File: src/rtl/lcd_spi_pkg.sv
// lcd_spi_pkg -- shared types and constants for the LCD serial transmitter (rev 1.0)
`default_nettype none

package lcd_spi_pkg;

    typedef enum logic [1:0] {
        IDLE  = 2'd0,
        SETUP = 2'd1,
        SHIFT = 2'd2,
        HOLD  = 2'd3
    } state_t;

    localparam int   DEFAULT_HALF_PERIOD = 1;
    localparam logic DNC_COMMAND         = 1'b0;
    localparam logic DNC_DATA            = 1'b1;

endpackage

`default_nettype wire

File: src/rtl/lcd_tx_buffer.sv
// lcd_tx_buffer -- one-entry holding register for {data, is_data} (rev 1.0)
`default_nettype none

module lcd_tx_buffer
    import lcd_spi_pkg::*;
(
    input  logic       clk,
    input  logic       rst,
    input  logic [7:0] data,
    input  logic       is_data,
    input  logic       valid,
    input  logic       pop,
    output logic       ready,
    output logic       full,
    output logic [7:0] held_data,
    output logic       held_is_data
);

    // pop is only raised while full, so accept and pop never coincide
    always_ff @(posedge clk) begin
        if (rst) begin
            full         <= 1'b0;
            held_data    <= 8'd0;
            held_is_data <= DNC_COMMAND;
        end else if (valid && !full) begin
            full         <= 1'b1;
            held_data    <= data;
            held_is_data <= is_data;
        end else if (pop) begin
            full         <= 1'b0;
        end
    end

    assign ready = ~full;

endmodule

`default_nettype wire

File: src/rtl/lcd_spi_tx.sv
// lcd_spi_tx -- MSB-first serial transmitter for the LCD panel (SCLK/SDIN/DnC/nSCE) (rev 1.0)
`default_nettype none

module lcd_spi_tx
    import lcd_spi_pkg::*;
#(
    parameter int HALF_PERIOD = DEFAULT_HALF_PERIOD
) (
    input  logic       clk,
    input  logic       rst,
    input  logic [7:0] data,
    input  logic       is_data,
    input  logic       valid,
    output logic       ready,
    output logic       busy,
    output logic       sclk,
    output logic       sdin,
    output logic       dnc,
    output logic       nsce
);

    localparam int                CNT_W    = $clog2(HALF_PERIOD + 1);
    localparam logic [CNT_W-1:0]  CNT_LAST = CNT_W'(HALF_PERIOD - 1);
    localparam logic [CNT_W-1:0]  CNT_ONE  = CNT_W'(1);

    state_t           state, state_n;
    logic [CNT_W-1:0] cnt, cnt_n;
    logic [2:0]       bit_idx, bit_n;
    logic [7:0]       shreg, shreg_n;
    logic             sclk_n, sdin_n, dnc_n, nsce_n, busy_n;
    logic             load;
    logic             cnt_done;
    logic             buf_full;
    logic [7:0]       buf_data;
    logic             buf_is_data;

    lcd_tx_buffer u_buffer (
        .clk          (clk),
        .rst          (rst),
        .data         (data),
        .is_data      (is_data),
        .valid        (valid),
        .pop          (load),
        .ready        (ready),
        .full         (buf_full),
        .held_data    (buf_data),
        .held_is_data (buf_is_data)
    );

    assign cnt_done = (cnt == CNT_LAST);

    always_ff @(posedge clk) begin
        if (rst) begin
            state   <= IDLE;
            cnt     <= '0;
            bit_idx <= 3'd0;
            shreg   <= 8'd0;
            sclk    <= 1'b0;
            sdin    <= 1'b0;
            dnc     <= DNC_COMMAND;
            nsce    <= 1'b1;
            busy    <= 1'b0;
        end else begin
            state   <= state_n;
            cnt     <= cnt_n;
            bit_idx <= bit_n;
            shreg   <= shreg_n;
            sclk    <= sclk_n;
            sdin    <= sdin_n;
            dnc     <= dnc_n;
            nsce    <= nsce_n;
            busy    <= busy_n;
        end
    end

    always_comb begin
        state_n = state;
        cnt_n   = cnt;
        bit_n   = bit_idx;
        shreg_n = shreg;
        sclk_n  = sclk;
        sdin_n  = sdin;
        dnc_n   = dnc;
        nsce_n  = nsce;
        load    = 1'b0;

        unique case (state)
            IDLE: begin
                sclk_n = 1'b0;
                sdin_n = 1'b0;
                nsce_n = 1'b1;
                if (buf_full) begin
                    load    = 1'b1;
                    state_n = SETUP;
                end
            end
            SETUP: begin
                if (cnt_done) begin
                    cnt_n   = '0;
                    sclk_n  = 1'b1;
                    state_n = SHIFT;
                end else begin
                    cnt_n = cnt + CNT_ONE;
                end
            end
            SHIFT: begin
                if (!cnt_done) begin
                    cnt_n = cnt + CNT_ONE;
                end else begin
                    cnt_n = '0;
                    if (!sclk) begin
                        sclk_n = 1'b1;
                    end else begin
                        sclk_n = 1'b0;
                        if (bit_idx != 3'd0) begin
                            bit_n   = bit_idx - 3'd1;
                            shreg_n = {shreg[6:0], 1'b0};
                            sdin_n  = shreg[6];
                        end else if (buf_full) begin
                            // next byte chains into the same frame at bit0's falling edge
                            load = 1'b1;
                        end else begin
                            state_n = HOLD;
                        end
                    end
                end
            end
            HOLD: begin
                if (cnt_done) begin
                    cnt_n   = '0;
                    nsce_n  = 1'b1;
                    sdin_n  = 1'b0;
                    state_n = IDLE;
                end else begin
                    cnt_n = cnt + CNT_ONE;
                end
            end
            default: state_n = IDLE;
        endcase

        if (load) begin
            shreg_n = buf_data;
            sdin_n  = buf_data[7];
            dnc_n   = buf_is_data;
            nsce_n  = 1'b0;
            bit_n   = 3'd7;
            cnt_n   = '0;
        end

        // registered busy tracks next state and next buffer occupancy
        busy_n = (state_n != IDLE) || (buf_full && !load) || (valid && ready);
    end

endmodule

`default_nettype wire
File: config.mk
export PLATFORM = sky130hd
export DESIGN_NAME = lcd_spi_tx
export DESIGN_NICKNAME = d
export VERILOG_FILES = /design/src/rtl/lcd_spi_pkg.sv /design/src/rtl/lcd_tx_buffer.sv /design/src/rtl/lcd_spi_tx.sv
export SDC_FILE = /design/constraint.sdc
export NUM_CORES = 1
export LEC_CHECK = 0
export CAP_MARGIN = 20
export CELL_PAD_IN_SITES_DETAIL_PLACEMENT = 0
export CELL_PAD_IN_SITES_GLOBAL_PLACEMENT = 1
export CORE_AREA = 3 3 62 64
export DETAILED_ROUTE_END_ITERATION = 8
export DIE_AREA = 0 0 65 67
export PLACE_DENSITY = 0.82
export SLEW_MARGIN = 25
export SYNTH_ARGS = -nofsm -noshare
export SYNTH_HDL_FRONTEND = slang
export SYNTH_HIERARCHICAL = 1
export SYNTH_SLANG_ARGS = --single-unit
File: constraint.sdc
create_clock -name clk -period 3.3 [get_ports clk]
set_input_delay 0.825 -clock clk [delete_from_list [all_inputs] [get_ports clk]]
set_output_delay 0.825 -clock clk [all_outputs]
set_load 0.03 [all_outputs]
==> run summary, run 1 <==
* **clock power share** 21.3%
* **register share of total power** 56.1%
* **number of flops mapped to enable cells by yosys** 0
* **clock skew after layout** 0.00101 ns
* **maximum number of pins on one net before global-route repair** 19
* **share of synthesized area spent on multiplexers** 1.03%
* **depth of the CTS H-tree** 1
* **Post-Route Setup TNS** 0 ns
* **Worst Hold Class** register to register
* **fraction of post-synthesis cell area in the top cell type by area** 36.9%
* **number of antenna violations at the first check in global routing** 0
* **total power density per cell area** 404 mW/mm^2
* **number of clock buffers inserted by TritonCTS** 3
* **leakage power summed over all cells** 0.593 nW
* **post-route core utilization** 49.4%
* **internal power contribution** 474 uW
* **total wire length** 2760 um
* **Cell Rows** 21
* **most instantiated flip-flop cell in the synthesis netlist** sky130_fd_sc_hd__dfxtp_1
* **detailed-route wire length per cell** 13.1 um
* **Switching Share** 28.8%
* **die height** 67 um
* **Synth Net Count** 171
* **global placer's final weighted congestion** 0.754
* **Worst Tran Pin Value** 0.522 ns
* **most common library cells after synthesis** sky130_fd_sc_hd__dfxtp_1 (27), sky130_fd_sc_hd__nand2_1 (18), sky130_fd_sc_hd__nand2b_1 (9), sky130_fd_sc_hd__nand4bb_1 (9)
* **Initial DRT Pass Iterations** 4
* **kind of end point of the critical path** output pin
* **CP arrival** 1.70 ns
* **dominant cell type by area after synthesis** sky130_fd_sc_hd__dfxtp_1
* **r2r startpoint** state[0]
* **setup repair after global routing missed its margin** no
* **synthesized area** 0.00146 sq mm
* **#FFs+latches synth** 27
* **clock period minus final worst setup slack** 2.52 ns
* **final slew viol count** 0
* **x dimension of the die** 65 um
* **Port-buffer cells** 17
* **Fmax** 397 MHz
* **distinct cell type count after synthesis** 41
* **area added between synthesis and finish** 12.6%
* **worst vdd rail ir drop** 0.000310 V
* **cells taking the most area after synthesis** sky130_fd_sc_hd__dfxtp_1 (37%), sky130_fd_sc_hd__nand4bb_1 (6.9%), sky130_fd_sc_hd__ha_1 (6.8%)
* **max cap viols** 0
* **Worst Setup Start Kind** register
* **number of nets in the finished design** 186
* **clock sink total** 27
* **complex-gate fraction of the synthesized area** 19.1%
* **Tot GR Track Use** 14.2%
* **fraction of layout cells with a size suffix above 1** 13.9%
* **Worst Reg-to-Reg Cells** 7
* **net switching power of the design** 192 uW
* **highest net fanout along the worst path** 17
* **run status** completed
* **clk buf depth** 2
* **Mean Syn Cell Area** 9.69 sq um
* **placed wire-length estimate** 2010 um
* **GR Overflow Total** 0
* **post-synthesis share of cell area spent on full adders, half adders and majority gates** 6.84%
* **worst setup path endpoint** ready
* **starting density of the core** 43.9%
* **fill cell instance count of the final layout** 343
* **top-level port count** 18
* **post-synthesis async set-or-reset flop share** 0%
* **most common cell in the synthesized netlist** sky130_fd_sc_hd__dfxtp_1
* **final setup fails** 0
* **Core Area** 0.00334 sq mm
* **number of setup buffers added after CTS** 0
* **crit path launch** u_buffer/full
* **combinational group share of total power** 22.7%
* **final period utilization** 76.4%
* **diodes inserted** 0
* **worst rel slew slack** 65.1%
* **final hold vios** 0
* **parity-gate share of the synthesized area counting xor and xnor cells** 1.20%
* **count of mapped cells out of synthesis** 151
* **DR vias/cell** 5.20
* **floorplan die area** 0.00436 sq mm
* **worst flop-to-flop path endpoint** shreg[2]
* **global-route wire length before repair** 4820 um
* **Synth Area in Simple Gates** 26.5%
* **setup slack of the most critical reg-to-reg path** 1.18 ns
* **clock-pin slew reported for the worst setup and hold paths after clock tree synthesis** 0.14 ns
* **sequential-to-total area share from yosys stat** 36.9%
* **clock tree from TritonCTS** done
* **ANT nets after route** 0
* **yosys warns** 6
* **Gates resized, CTS repair** 0
* **clock latency at the later pin of the worst-skew pair** 0.32 ns
* **Post-CTS Hold Buffers** 0
* **Worst Path Class, Setup** register to output pin
* **drc violations** 0
* **vias after detailed routing** 1097
* **1st-iter DRT viols** 51
* **main combinational cell family by area after synthesis** simple AND/OR/NAND/NOR gates
* **via count of the first global-routing pass** 1065
* **CP required** 2.47 ns
* **cell at the root of the clock tree** sky130_fd_sc_hd__clkbuf_4
-- per-layer routing --
| layer | up-vias | global-route usage, % | routed length (um) |
|---|---|---|---|
| met1 | 517 | 17.0 | 1240 |
| li1 | 556 | - | - |
| met3 | 2 | 3.71 | 99 |
| met2 | 22 | 25.0 | 1400 |
| met5 | - | 0 | 0 |
| met4 | 0 | 3.96 | 25 |
-- logic make-up after synthesis --
logic type | after synthesis
simple gates | 60
compound gates | 35
flops | 27
buf+inv | 18
fa+ha+maj | 8
xor+xnor | 2
mux | 1
-- critical path, cell delays in order, from the launching register on --
cell	delay, ns
sky130_fd_sc_hd__dfxtp_1	0.66
sky130_fd_sc_hd__inv_1	0.11
sky130_fd_sc_hd__clkdlybuf4s50_1	0.62
-- final cells by class --
cell class,instances,area (sq um),area share (%)
multi-input cells,106,801,48.6
flip-flops and latches,27,541,32.8
repair buffers,20,193,11.7
well taps,46,57.6,3.49
inverters,8,30.0,1.82
clock buffers,4,26.3,1.59
-- cells in the final DEF (no fill, tap or decap), drive strengths merged, types with 2 or more instances in the layout --
| cell | instances |
|---|---|
| ha | 8 |
| nor3 | 2 |
| clkdlybuf4s50 | 17 |
| a21oi | 9 |
| nand2 | 19 |
| nand4bb | 9 |
| nand3 | 2 |
| or3 | 2 |
| clkbuf | 4 |
| o21bai | 3 |
| a311oi | 6 |
| a211oi | 2 |
| inv | 8 |
| o21ai | 11 |
| nor2 | 6 |
| dfxtp | 27 |
| nand2b | 10 |
| buf | 3 |
-- worst min-delay path by stage --
stage | slack [ns] | cells past startpoint | endpoint | start
floorplan | 0.43 | 2 | shreg[0] | u_buffer/held_data[0]
global placement | 0.45 | 2 | dnc | u_buffer/held_is_data
detailed placement | 0.45 | 2 | dnc | u_buffer/held_is_data
CTS | 0.47 | 2 | dnc | u_buffer/held_is_data
global route | 0.49 | 2 | dnc | dnc
finish | 0.47 | 2 | dnc | u_buffer/held_is_data
-- per-stage QoR --
step	instances	hold slack [ns]	area [sq um]	setup slack, ns	power, mW
2_1_floorplan	151	0.432	1460	1.67	0.493
3_3_place_gp	207	0.451	1620	1.03	0.528
3_5_place_dp	207	0.454	1620	0.994	0.532
4_1_cts	211	0.472	1650	0.779	0.675
5_1_grt	211	0.486	1650	0.665	0.706
6_report	211	0.469	1650	0.779	0.665
-- state kept, by name (all words and copies together), names as in the netlist --
signal,cells
bit_idx,3
u_buffer/held_data,8
state,2
sdin,1
busy,1
u_buffer/full,1
shreg,7
nsce,1
u_buffer/held_is_data,1
dnc,1
sclk,1
-- power groups by stage --
stage                     clock network [mW]  registers [mW]  logic [mW]
after floorplan                            0           0.383       0.110
after global placement                     0           0.380       0.148
after detailed placement                   0           0.381       0.152
after CTS                              0.150           0.373       0.152
after global routing                   0.162           0.377       0.166
final                                  0.141           0.373       0.151
Power figures use the tool's default switching activity.
==> inputs of run 2 (changes only) <==
--- a/config.mk
+++ b/config.mk
@@ -8,10 +8,10 @@
 export CAP_MARGIN = 20
 export CELL_PAD_IN_SITES_DETAIL_PLACEMENT = 0
 export CELL_PAD_IN_SITES_GLOBAL_PLACEMENT = 1
-export CORE_AREA = 3 3 62 64
+export CORE_AREA = 3 3 67 69
 export DETAILED_ROUTE_END_ITERATION = 8
-export DIE_AREA = 0 0 65 67
-export PLACE_DENSITY = 0.82
+export DIE_AREA = 0 0 70 72
+export PLACE_DENSITY = 0.75
 export SLEW_MARGIN = 25
 export SYNTH_ARGS = -nofsm -noshare
 export SYNTH_HDL_FRONTEND = slang
==> constraint.sdc (replaced) <==
create_clock -name clk -period 2.2 [get_ports clk]
set_input_delay 0.55 -clock clk [delete_from_list [all_inputs] [get_ports clk]]
set_output_delay 0.55 -clock clk [all_outputs]
set_load 0.03 [all_outputs]
==> run summary, run 2 (same netlist as run 1, synthesis figures left out) <==
* **global-route wire length before repair** 5020 um
* **number of antenna violations at the first check in global routing** 0
* **Worst Path Class, Setup** register to output pin
* **number of clock buffers inserted by TritonCTS** 3
* **final slew viol count** 0
* **number of flip-flops under the largest register name** 8
* **1st-iter DRT viols** 23
* **number of setup buffers added after CTS** 0
* **worst hold path depth** 2
* **clock period minus final worst setup slack** 1.88 ns
* **total power density per cell area** 636 mW/mm^2
* **CP arrival** 1.33 ns
* **global placer's final weighted congestion** 0.738
* **worst rel slew slack** 64.9%
* **final setup fails** 0
* **starting density of the core** 36.9%
* **met3 GRT Util** 3.32%
* **dpl cell area** 0.00165 sq mm
* **smallest hold slack** 0.472 ns
* **post-route core utilization** 42.7%
* **drc violations** 0
* **placed wire-length estimate** 2110 um
* **area added between synthesis and finish** 15.8%
* **clk buf depth** 2
* **x dimension of the die** 70 um
* **clock skew after layout** 0.00834 ns
* **worst hold path startpoint** dnc
* **depth of the CTS H-tree** 1
* **ANT nets after route** 0
* **number of nets in the finished design** 187
* **worst vdd rail ir drop** 0.000366 V
* **Worst Reg-to-Reg Cells** 7
* **worst setup slack after layout** 0.319 ns
* **run status** completed
* **Initial DRT Pass Iterations** 4
* **clock-pin slew reported for the worst setup and hold paths after clock tree synthesis** 0.10 ns
* **final hold vios** 0
* **Largest Register** u_buffer/held_data
* **Setup Slack @ Placement** 0.139 ns
* **GRT met1 Usage** 13.5%
* **r2r startpoint** state[0]
* **final period utilization** 85.5%
* **via count of the first global-routing pass** 1147
* **clock sink total** 27
* **max cap viols** 0
* **fin area** 0.00170 sq mm
* **GR Overflow Total** 0
* **floorplan die area** 0.00504 sq mm
* **busiest grt layer** met2
* **leakage power summed over all cells** 0.634 nW
* **registers with the most flip-flops** u_buffer/held_data x8, shreg x7, bit_idx x3
* **Fmax** 532 MHz
* **die height** 72 um
* **Core Area** 0.00397 sq mm
* **detailed-route wire length per cell** 13.3 um
* **vias after detailed routing** 1113
* **maximum number of pins on one net before global-route repair** 20
* **setup slack of the most critical reg-to-reg path** 0.39 ns
* **clock tree from TritonCTS** done
* **most used cells in the layout excluding fill and tap cells** sky130_fd_sc_hd__dfxtp_1 (27), sky130_fd_sc_hd__nand2_1 (18), sky130_fd_sc_hd__clkdlybuf4s50_1 (16)
* **Cell Count Post-Placement** 212
* **crit path launch** u_buffer/full
* **fraction of met2 tracks used by global routing** 22.8%
* **Post-Route Setup TNS** 0 ns
* **count of placed standard cells in the final layout, fillers left out** 216
* **fraction of layout cells with a size suffix above 1** 15.1%
* **highest net fanout along the worst path** 2
* **total power of the final layout** 1.08 mW
* **total wire length** 2880 um
* **clock latency at the later pin of the worst-skew pair** 0.27 ns
* **Worst Hold Class** register to register
* **cell at the root of the clock tree** sky130_fd_sc_hd__clkbuf_8
* **Port-buffer cells** 17
* **top-level port count** 18
* **Worst Setup Start Kind** register
* **setup repair after global routing missed its margin** no
* **Cell Rows** 23
* **DR vias/cell** 5.15
* **Tot GR Track Use** 12.2%
* **CP required** 1.65 ns
* **kind of end point of the critical path** output pin
* **fill cell instance count of the final layout** 395
* **Worst Tran Pin Value** 0.525 ns
* **most common cell after layout, fill and taps aside** sky130_fd_sc_hd__dfxtp_1
* **diodes inserted** 0
==> run 2: final cells by class <==
cell class	count	area [sq um]	share of cell area [%]
inverter	8	30.0	1.77
timing repair buffer	21	215	12.7
multi-input combinational	106	801	47.2
clock buffer	3	41.3	2.44
sequential	27	541	31.9
clock inverter	1	5.00	0.295
tap	50	62.6	3.69
==> run 2: timing repair <==
item / 4_1_cts / 5_1_grt
hold buffers: 0 / 0
resized for setup: 0 / 1
setup endpoints to repair: 0 / 1
==> run 2: critical path, cell delays in order (launching register included) <==
cell	delay, ns
sky130_fd_sc_hd__dfxtp_1	0.32
sky130_fd_sc_hd__inv_1	0.07
sky130_fd_sc_hd__clkdlybuf4s50_1	0.67
==> run 2: report_power, final <==
group / leakage (nW) / internal (mW) / switching (mW)
sequential: 0.222 / 0.529 / 0.0256
clock: 0.0255 / 0.127 / 0.155
combinational: 0.387 / 0.117 / 0.124
total: 0.634 / 0.773 / 0.305
==> run 2: per-layer routing <==
layer  part of all wire, %  vias to the layer above
met4                  0.66                        0
met3                   3.1                        2
met5                     0                        -
met2                    51                       11
li1                      -                      557
met1                    45                      543
==> run 2: final timing paths <==
| check | end |
|---|---|
| setup reg to reg | shreg[3] |
| hold reg to reg | dnc |
| hold / removal | dnc |
| setup / recovery | ready |
==> inputs of run 3 (changes only) <==
--- a/config.mk
+++ b/config.mk
@@ -6,12 +6,10 @@
 export NUM_CORES = 1
 export LEC_CHECK = 0
 export CAP_MARGIN = 20
-export CELL_PAD_IN_SITES_DETAIL_PLACEMENT = 0
-export CELL_PAD_IN_SITES_GLOBAL_PLACEMENT = 1
-export CORE_AREA = 3 3 67 69
+export CORE_AREA = 3 3 56 58
 export DETAILED_ROUTE_END_ITERATION = 8
-export DIE_AREA = 0 0 70 72
-export PLACE_DENSITY = 0.75
+export DIE_AREA = 0 0 59 61
+export PLACE_DENSITY = 0.8
 export SLEW_MARGIN = 25
 export SYNTH_ARGS = -nofsm -noshare
 export SYNTH_HDL_FRONTEND = slang
==> constraint.sdc (replaced) <==
create_clock -name clk -period 2.4 [get_ports clk]
set_input_delay 0.6 -clock clk [delete_from_list [all_inputs] [get_ports clk]]
set_output_delay 0.6 -clock clk [all_outputs]
set_load 0.03 [all_outputs]
==> run summary, run 3 (same netlist as run 1, synthesis figures left out) <==
* **run status** completed
* **ANT nets after route** 0
* **CP required** 1.80 ns
* **registers with the most flip-flops** u_buffer/held_data x8, shreg x7, bit_idx x3
* **floorplan die area** 0.00360 sq mm
* **Worst Setup Start Kind** register
* **clock sink total** 27
* **x dimension of the die** 59 um
* **Core Area** 0.00271 sq mm
* **clock-pin slew reported for the worst setup and hold paths after clock tree synthesis** 0.14 ns
* **slowest cell delay on critical path** 0.63 ns
* **internal power contribution** 653 uW
* **worst vdd rail ir drop** 0.000412 V
* **number of nets in the finished design** 186
* **combinational group share of total power** 22.8%
* **clock power share** 21.4%
* **detailed-route wire length per cell** 14.5 um
* **Switching Share** 29.3%
* **cell at the root of the clock tree** sky130_fd_sc_hd__clkbuf_4
* **top-level port count** 18
* **global-route wire length before repair** 5000 um
* **total power density per cell area** 567 mW/mm^2
* **Initial DRT Pass Iterations** 4
* **via count of the first global-routing pass** 1089
* **Worst Path Class, Setup** register to output pin
* **number of flip-flops under the largest register name** 8
* **max cap viols** 0
* **sequence of cells on the critical path** inv_1, clkdlybuf4s50_1
* **highest net fanout along the worst path** 17
* **depth of the CTS H-tree** 1
* **die height** 61 um
* **most common cell after layout, fill and taps aside** sky130_fd_sc_hd__dfxtp_1
* **starting density of the core** 54.0%
* **Worst Reg-to-Reg Cells** 7
* **final slew viol count** 0
* **total wire length** 2850 um
* **diodes inserted** 0
* **final setup fails** 0
* **total power of the final layout** 923 uW
* **area added between synthesis and finish** 11.3%
* **final hold vios** 0
* **vias after detailed routing** 1103
* **fraction of layout cells with a size suffix above 1** 13.9%
* **Cell Rows** 19
* **worst hold path depth** 2
* **clk buf depth** 2
* **CP arrival** 1.68 ns
* **count of placed standard cells in the final layout, fillers left out** 196
* **clock latency at the later pin of the worst-skew pair** 0.32 ns
* **post-route core utilization** 60.1%
* **number of antenna violations at the first check in global routing** 0
* **clock period minus final worst setup slack** 2.28 ns
* **leakage power summed over all cells** 0.593 nW
* **Worst Hold Class** register to register
* **Largest Register** u_buffer/held_data
* **final period utilization** 95.0%
* **setup repair after global routing missed its margin** no
* **register share of total power** 55.7%
* **net switching power of the design** 270 uW
* **global placer's final weighted congestion** 0.730
* **Fmax** 439 MHz
* **worst rel slew slack** 69.3%
* **drc violations** 0
* **placed wire-length estimate** 2060 um
* **fill cell instance count of the final layout** 257
* **clock skew after layout** 0.00421 ns
* **DR vias/cell** 5.63
* **Post-CTS Hold Buffers** 0
* **Cell Count Post-Placement** 192
* **GR Overflow Total** 0
* **number of setup buffers added after CTS** 0
* **number of clock buffers inserted by TritonCTS** 3
* **1st-iter DRT viols** 40
* **Worst Tran Pin Value** 0.460 ns
* **kind of end point of the critical path** output pin
* **clock tree from TritonCTS** done
* **Post-Route Setup TNS** 0 ns
* **maximum number of pins on one net before global-route repair** 37
* **Gates resized, CTS repair** 0
* **Slowest-stage cell, CP** sky130_fd_sc_hd__dfxtp_1
* **smallest hold slack** 0.484 ns
* **Port-buffer cells** 17
* **Tot GR Track Use** 18.3%
* **most used cells in the layout excluding fill and tap cells** sky130_fd_sc_hd__dfxtp_1 (27), sky130_fd_sc_hd__nand2_1 (18), sky130_fd_sc_hd__clkdlybuf4s50_1 (17)
==> run 3: cell types whose count changed in the layout (fill, tap and decap cells not counted) <==
cell,change
sky130_fd_sc_hd__dlymetal6s2s_1,-1
sky130_fd_sc_hd__clkbuf_8,-3
sky130_fd_sc_hd__clkinv_2,-1
sky130_fd_sc_hd__clkdlybuf4s50_1,+1
sky130_fd_sc_hd__clkbuf_1,+1
sky130_fd_sc_hd__buf_12,-1
sky130_fd_sc_hd__clkbuf_4,+3
==> run 3: area by class of cell <==
class / count / area, sq um / share of cell area, %
Tap cell: 31 / 38.8 / 2.38
Clock buffer: 4 / 26.3 / 1.61
Inverter: 8 / 30.0 / 1.84
Sequential cell: 27 / 541 / 33.2
Timing Repair Buffer: 20 / 193 / 11.8
Multi-Input combinational cell: 106 / 801 / 49.2
==> run 3: power by group through the flow <==
stage / Combinational [mW] / Sequential, mW / Clock, mW
detailed placement: 0.211 / 0.525 / 0
global route: 0.233 / 0.520 / 0.222
finish: 0.211 / 0.514 / 0.198
global placement: 0.204 / 0.522 / 0
floorplan: 0.151 / 0.527 / 0
CTS: 0.212 / 0.515 / 0.201
==> run 3: worst paths after layout <==
| kind | startpoint | to | slack, ns |
|---|---|---|---|
| max | u_buffer/full | ready | 0.12 |
| min | dnc | dnc | 0.48 |
| max reg2reg | state[0] | shreg[2] | 0.44 |
| min reg2reg | dnc | dnc | 0.48 |
==> run 3: per-stage QoR <==
| stage | setup WS [ns] | instance area (sq um) |
|---|---|---|
| 2_1_floorplan | 0.771 | 1460 |
| 3_3_place_gp | 0.478 | 1600 |
| 3_5_place_dp | 0.447 | 1600 |
| 4_1_cts | 0.100 | 1630 |
| 5_1_grt | 0.000769 | 1630 |
| 6_report | 0.121 | 1630 |
==> run 3: routing by layer <==
layer / wire length [um] / part of all wire [%] / track usage, %
met5: 0 / 0 / 0
met4: 19 / 0.67 / 6.80
met3: 57 / 2.0 / 1.91
met2: 1460 / 51 / 31.7
met1: 1310 / 46 / 23.4
==> run 3: critical path: cells and delay by family (launching register included) <==
kind	cells	cell delay, ns
buffers and inverters	2	0.73
flip-flops	1	0.63
